[src/rtl/pong_if.sv]
// pong_if: game-engine bus; frame_tick, paddle controls and serve in, ball/paddle/score/status out
interface pong_if;
  logic       frame_tick;
  logic       p1_up, p1_down, p2_up, p2_down;
  logic       serve;
  logic [9:0] ball_x, ball_y, paddle1_y, paddle2_y;
  logic [3:0] score1, score2;
  logic       game_over, playing;
  modport master(output frame_tick, p1_up, p1_down, p2_up, p2_down, serve,
                 input ball_x, ball_y, paddle1_y, paddle2_y, score1, score2, game_over, playing);
  modport slave(input frame_tick, p1_up, p1_down, p2_up, p2_down, serve,
                output ball_x, ball_y, paddle1_y, paddle2_y, score1, score2, game_over, playing);
endinterface

[src/rtl/pong_game_engine.sv]
// pong_game_engine: per-frame Pong physics/scoring; ports clk, rst_n (sync, active-low), bus (pong_if.slave: controls in, positions/scores/status out)
module pong_game_engine #(
  parameter int PADDLE_SPEED = 4,
  parameter int BALL_SPEED   = 2,
  parameter int SERVE_DELAY  = 60,
  parameter int WIN_SCORE    = 9
) (
  input logic   clk,
  input logic   rst_n,
  pong_if.slave bus
);
  typedef enum logic [1:0] {IDLE, PLAY, PAUSE, OVER} state_t;
  state_t st, st_n;
  logic [9:0] bx, by, p1, p2, bx_n, by_n, p1_n, p2_n, vy, pad;
  logic [3:0] s1, s2, s1_n, s2_n;
  logic [7:0] cnt, cnt_n;
  logic dx, dy, dx_n, dy_n, serve_q, pend, go, vdy, wall, hit, won;
  function automatic logic [9:0] step_pad(input logic [9:0] p, input logic up, input logic dn);
    return (up && !dn) ? (p < 10'(PADDLE_SPEED) ? 10'd0 : p - 10'(PADDLE_SPEED)) :
           (dn && !up) ? (p > 10'(407 - PADDLE_SPEED) ? 10'd407 : p + 10'(PADDLE_SPEED)) : p;
  endfunction
  // a serve edge seen on any cycle stays pending until the next frame tick consumes it
  assign go   = pend | (bus.serve & ~serve_q);
  // vdy: true when the vertical step bounces off a wall
  assign vdy  = dy ? (by + 10'(BALL_SPEED) >= 10'd472) : (by <= 10'(BALL_SPEED));
  assign vy   = dy ? (vdy ? 10'd472 : by + 10'(BALL_SPEED)) : (vdy ? 10'd0 : by - 10'(BALL_SPEED));
  assign wall = dx ? (bx >= 10'(592 - BALL_SPEED)) : (bx <= 10'(41 + BALL_SPEED));
  assign pad  = dx ? p2 : p1;
  assign hit  = (by + 10'd7 >= pad) && (by <= pad + 10'd72);
  assign won  = (dx ? s1 : s2) + 4'd1 == 4'(WIN_SCORE);
  always_comb begin
    st_n = st;
    bx_n = bx;
    by_n = by;
    dx_n = dx;
    dy_n = dy;
    s1_n = s1;
    s2_n = s2;
    cnt_n = cnt;
    p1_n = st == OVER ? p1 : step_pad(p1, bus.p1_up, bus.p1_down);
    p2_n = st == OVER ? p2 : step_pad(p2, bus.p2_up, bus.p2_down);
    if (st == IDLE && go) st_n = PLAY;
    if (st == PLAY) begin
      by_n = vy;
      dy_n = dy ^ vdy;
      if (!wall) bx_n = dx ? bx + 10'(BALL_SPEED) : bx - 10'(BALL_SPEED);
      else if (hit) begin
        bx_n = dx ? 10'd592 : 10'd41;
        dx_n = ~dx;
      end else begin
        // miss: ball recentres and keeps heading toward the player who lost the point
        bx_n = 10'd316;
        by_n = 10'd236;
        s1_n = dx ? s1 + 4'd1 : s1;
        s2_n = dx ? s2 : s2 + 4'd1;
        cnt_n = 8'(SERVE_DELAY);
        st_n = won ? OVER : PAUSE;
      end
    end
    if (st == PAUSE) begin
      cnt_n = cnt - 8'(cnt != 8'd0);
      st_n = cnt <= 8'd1 ? PLAY : PAUSE;
    end
    if (st == OVER && go) begin
      s1_n = '0;
      s2_n = '0;
      bx_n = 10'd316;
      by_n = 10'd236;
      dx_n = 1'b1;
      dy_n = 1'b1;
      st_n = IDLE;
    end
  end
  always_ff @(posedge clk) begin
    if (!rst_n) begin
      st <= IDLE;
      bx <= 10'd316;
      by <= 10'd236;
      p1 <= 10'd204;
      p2 <= 10'd204;
      s1 <= '0;
      s2 <= '0;
      dx <= 1'b1;
      dy <= 1'b1;
      cnt <= '0;
      serve_q <= 1'b0;
      pend <= 1'b0;
    end else begin
      serve_q <= bus.serve;
      pend <= bus.frame_tick ? 1'b0 : go;
      if (bus.frame_tick) begin
        st <= st_n;
        bx <= bx_n;
        by <= by_n;
        p1 <= p1_n;
        p2 <= p2_n;
        s1 <= s1_n;
        s2 <= s2_n;
        dx <= dx_n;
        dy <= dy_n;
        cnt <= cnt_n;
      end
    end
  end
  assign bus.ball_x    = bx;
  assign bus.ball_y    = by;
  assign bus.paddle1_y = p1;
  assign bus.paddle2_y = p2;
  assign bus.score1    = s1;
  assign bus.score2    = s2;
  assign bus.game_over = st == OVER;
  assign bus.playing   = st == PLAY;
endmodule
[src/flat_wrapper.sv]
// flat-port wrapper written by rule: the top's interface ports become plain ports
module pong_game_engine_flat 
#(
  parameter int PADDLE_SPEED = 4,
  parameter int BALL_SPEED   = 2,
  parameter int SERVE_DELAY  = 60,
  parameter int WIN_SCORE    = 9
)
  (clk, rst_n, bus_frame_tick, bus_p1_up, bus_p1_down, bus_p2_up, bus_p2_down, bus_serve, bus_ball_x, bus_ball_y, bus_paddle1_y, bus_paddle2_y, bus_score1, bus_score2, bus_game_over, bus_playing);
  pong_if bus_i ();
  input logic clk;
  input logic rst_n;
  input wire logic [$bits(bus_i.frame_tick)-1:0] bus_frame_tick;
  input wire logic [$bits(bus_i.p1_up)-1:0] bus_p1_up;
  input wire logic [$bits(bus_i.p1_down)-1:0] bus_p1_down;
  input wire logic [$bits(bus_i.p2_up)-1:0] bus_p2_up;
  input wire logic [$bits(bus_i.p2_down)-1:0] bus_p2_down;
  input wire logic [$bits(bus_i.serve)-1:0] bus_serve;
  output wire logic [$bits(bus_i.ball_x)-1:0] bus_ball_x;
  output wire logic [$bits(bus_i.ball_y)-1:0] bus_ball_y;
  output wire logic [$bits(bus_i.paddle1_y)-1:0] bus_paddle1_y;
  output wire logic [$bits(bus_i.paddle2_y)-1:0] bus_paddle2_y;
  output wire logic [$bits(bus_i.score1)-1:0] bus_score1;
  output wire logic [$bits(bus_i.score2)-1:0] bus_score2;
  output wire logic [$bits(bus_i.game_over)-1:0] bus_game_over;
  output wire logic [$bits(bus_i.playing)-1:0] bus_playing;
  assign bus_i.frame_tick = bus_frame_tick;
  assign bus_i.p1_up = bus_p1_up;
  assign bus_i.p1_down = bus_p1_down;
  assign bus_i.p2_up = bus_p2_up;
  assign bus_i.p2_down = bus_p2_down;
  assign bus_i.serve = bus_serve;
  assign bus_ball_x = bus_i.ball_x;
  assign bus_ball_y = bus_i.ball_y;
  assign bus_paddle1_y = bus_i.paddle1_y;
  assign bus_paddle2_y = bus_i.paddle2_y;
  assign bus_score1 = bus_i.score1;
  assign bus_score2 = bus_i.score2;
  assign bus_game_over = bus_i.game_over;
  assign bus_playing = bus_i.playing;
  pong_game_engine #(.PADDLE_SPEED(PADDLE_SPEED), .BALL_SPEED(BALL_SPEED), .SERVE_DELAY(SERVE_DELAY), .WIN_SCORE(WIN_SCORE)) u_core (.clk(clk), .rst_n(rst_n), .bus(bus_i));
endmodule
[config.mk]
export PLATFORM = sky130hd
export DESIGN_NAME = pong_game_engine_flat
export DESIGN_NICKNAME = d
export VERILOG_FILES = /design/src/rtl/pong_if.sv /design/src/rtl/pong_game_engine.sv /design/src/flat_wrapper.sv
export SDC_FILE = /design/constraint.sdc
export NUM_CORES = 1
export LEC_CHECK = 0
export CAP_MARGIN = 20
export CORE_ASPECT_RATIO = 1.5
export CORE_MARGIN = 3
export CORE_UTILIZATION = 50
export DETAILED_ROUTE_END_ITERATION = 10
export PLACE_DENSITY = 0.75
export SYNTH_ARGS = -nofsm -noshare
export SYNTH_HDL_FRONTEND = slang
export SYNTH_SLANG_ARGS = --single-unit
[constraint.sdc]
create_clock -name clk -period 3.1 [get_ports clk]
set_input_delay 0.775 -clock clk [delete_from_list [all_inputs] [get_ports clk]]
set_output_delay 0.775 -clock clk [all_outputs]
set_load 0.01 [all_outputs]
==> flow_summary.ini <==
[global_routing]
antenna_found_initial = 0
grt_max_degree = 39
overflow = 0
grt_pass1_vias = 5519
track_usage_pct = 29.6
grt_pass1_wl_um = 26800

[floorplan]
die_height_um = 130
core_area_mm2 = 0.00985
ios = 58
start_util_pct = 52.3
num_rows = 44
dieWidth_um = 88.9
dieArea_mm2 = 0.0116

[routing]
wl_met2_um = 8400
ant_nets = 0
wl_met1_um = 6760
firstDrtPassIters = 5
viasPerCell = 6.25
finalWirelength_um = 16700
top_layer_used = met4
first_iter_violations = 428
wl_met3_um = 765
wl_per_cell_um = 18.6
num_vias = 5622
drc_errors = 0

[clock_network]
clock_latency_ns = 0.35
cts_buffer_depth = 2
cts_sinks = 60
cts_tree = built
h-tree-depth = 3
cts_made_buffers = 9
path_clk_slew_ns = 0.06
clock-root-buffer = clkbuf_16
ctsHoldBuffers = 0

[worst_setup_path]
crit_path_start_kind = flip-flop
rr_worst_depth = 16
arrival_ns = 3.56
worstPathRequired_ns = 3.34
cp-end-kind = flip-flop
path_class = flip-flop to flip-flop
cp_max_fo = 8

[status]
violations = setup timing
outcome = finished with violations

[finish]
antenna_cells = 0
nets = 838
area_delta_synth_final_pct = 30.3
drive_above_1_share_pct = 17.7

[logic_synthesis]
async_flop_share_pct = 0
synthTopCellsByArea = dfxtp_1, ha_1, nand2_1
synthFlopType = dfxtp_1
yosysSeqAreaShare_pct = 23.3
synth_commonest_cells = nand2_1, nor2_1, dfxtp_1, ha_1, a21oi_1
synth_edf_count = 0
ys_types = 70
synth.avg_cell_area_um2 = 7.51
synthesis.nets = 745
ys_ff_latch = 60
yosysMostFrequentCell = nand2_1
netlist.area_leader.share_pct = 23.3
netlist_area_mm2 = 0.00515
synthCells = 686
yosys.area.top_type = dfxtp_1
synth_warnings = 0

[timing]
setup_viol = 37
setup_ws_ns = -0.214
maxSlewViolCount = 0
rsz0062_at_grt = yes
period_needed_ns = 3.31
fin_crit_sh_pct = 107
worst_pin_slew_ns = 0.726
maxSlewHeadroom_pct = 51.6
finalHoldViolCount = 0
fin_skew_ns = 0.00565
fmax_ghz = 0.302

[power_and_ir_drop]
ir_drop_mv = 0.291
p_leak_uw = 0.00291
p_total_uw = 2290
powerDensity_mw_per_mm2 = 341

[place]
place_ws_ns = -0.252
gp_congestion = 0.939
dp_hpwl_um = 11700
port_buffers = 57

[hold_path]
hold-path-cell-count = 2
hp-class = flip-flop to flip-flop

[job]
drv_cap = 0
[repair_timing]
| action | CTS | global route |
|---|---|---|
| endpoints found under the setup margin | 37 | 37 |
| gates cloned | 1 | 0 |
| buffers inserted | 14 | 2 |
| resized for setup | 43 | 17 |
| pin swaps | 27 | 17 |
[layer usage]
layer	GRT usage (%)	up-vias
met1	34.9	2651
met5	0	-
li1	-	2685
met2	50.0	220
met4	15.9	0
met3	5.31	66
[report_power, final]
group          internal [uW]  switching, uW
combinational            223            275
sequential               792           29.4
clock                    552            417
total                   1570            722
[kinds of logic (layout without fill, tap and decap cells)]
logic type | after synthesis | in the layout | share of synthesized area, %
DFF | 60 | 60 | 23.3
xor gates and xnor gates | 29 | 29 | 4.93
and+or+nand+nor | 259 | 259 | 25.0
AOI/OAI and AO/OA | 200 | 200 | 26.3
adders and majority gates | 51 | 51 | 12.5
muxes | 9 | 9 | 1.75
buffers and inverters | 78 | 176 | 6.17
[through the flow]
stage / cells / area [um^2] / hold slack, ns / util [%] / TNS, ns
after floorplan: 686 / 5190 / 0.463 / - / 0
after global placement: 866 / 6070 / 0.473 / 61.6 / -0.365
after detailed placement: 866 / 6070 / 0.490 / 61.6 / -4.43
after CTS: 897 / 6640 / 0.496 / 67.4 / -1.87
after global routing: 899 / 6710 / 0.514 / 68.1 / -9.76
final: 899 / 6710 / 0.486 / 68.1 / -4.66
[path summary, 6_finish.rpt]
check / from / end / slack (ns)
worst max-delay path: u_core.dx / u_core.cnt[4] / -0.21
worst min-delay path: u_core.cnt[6] / u_core.cnt[6] / 0.49
worst max register to register: u_core.dx / u_core.cnt[4] / -0.21
worst min register to register: u_core.cnt[6] / u_core.cnt[6] / 0.49
[sequential cells by signal, summed over array words and instances (netlist names)]
| register | cells |
|---|---|
| u_core.bus.ball_x | 10 |
| u_core.bus.ball_y | 10 |
| u_core.bus.paddle1_y | 9 |
| u_core.bus.paddle2_y | 9 |
| u_core.cnt | 8 |
| u_core.bus.score1 | 4 |
| u_core.bus.score2 | 4 |
| u_core.st | 2 |
| u_core.dx | 1 |
| u_core.dy | 1 |
| u_core.pend | 1 |
| u_core.serve_q | 1 |
[placed cells by master (no fill, tap or decap), drive strengths merged, types with 13 or more instances in the layout]
master and count:
a31oi 13, nor2 62, nand2 63, clkdlybuf4s50 56, and3 13, nor3 16, xnor2 17, buf 69
nand3 37, o21ai 42, ha 50, a21oi 44, inv 37, dfxtp 60
[critical path, stage by stage (launching register included)]
cell and delay, ns:
dfxtp_4 0.39, mux2i_4 0.26, inv_2 0.07, ha_2 0.18, inv_1 0.08, o21a_1 0.16, buf_4 0.12, xnor2_1 0.13
ha_1 0.28, and4_1 0.22, a221o_1 0.34, o211ai_1 0.23, buf_4 0.17, buf_6 0.09, a31o_4 0.21, a21oi_2 0.04
o211a_1 0.22
[area by class of cell]
type	instances	area, um^2
Tap cell	115	144
Multi-Input combinational cell	548	3850
Clock inverter	7	61.3
Sequential cell	60	1210
Clock buffer	9	225
Inverter	35	131
Fill cell	798	3140
Timing Repair Buffer	125	1090
Power figures use the tool's default switching activity.
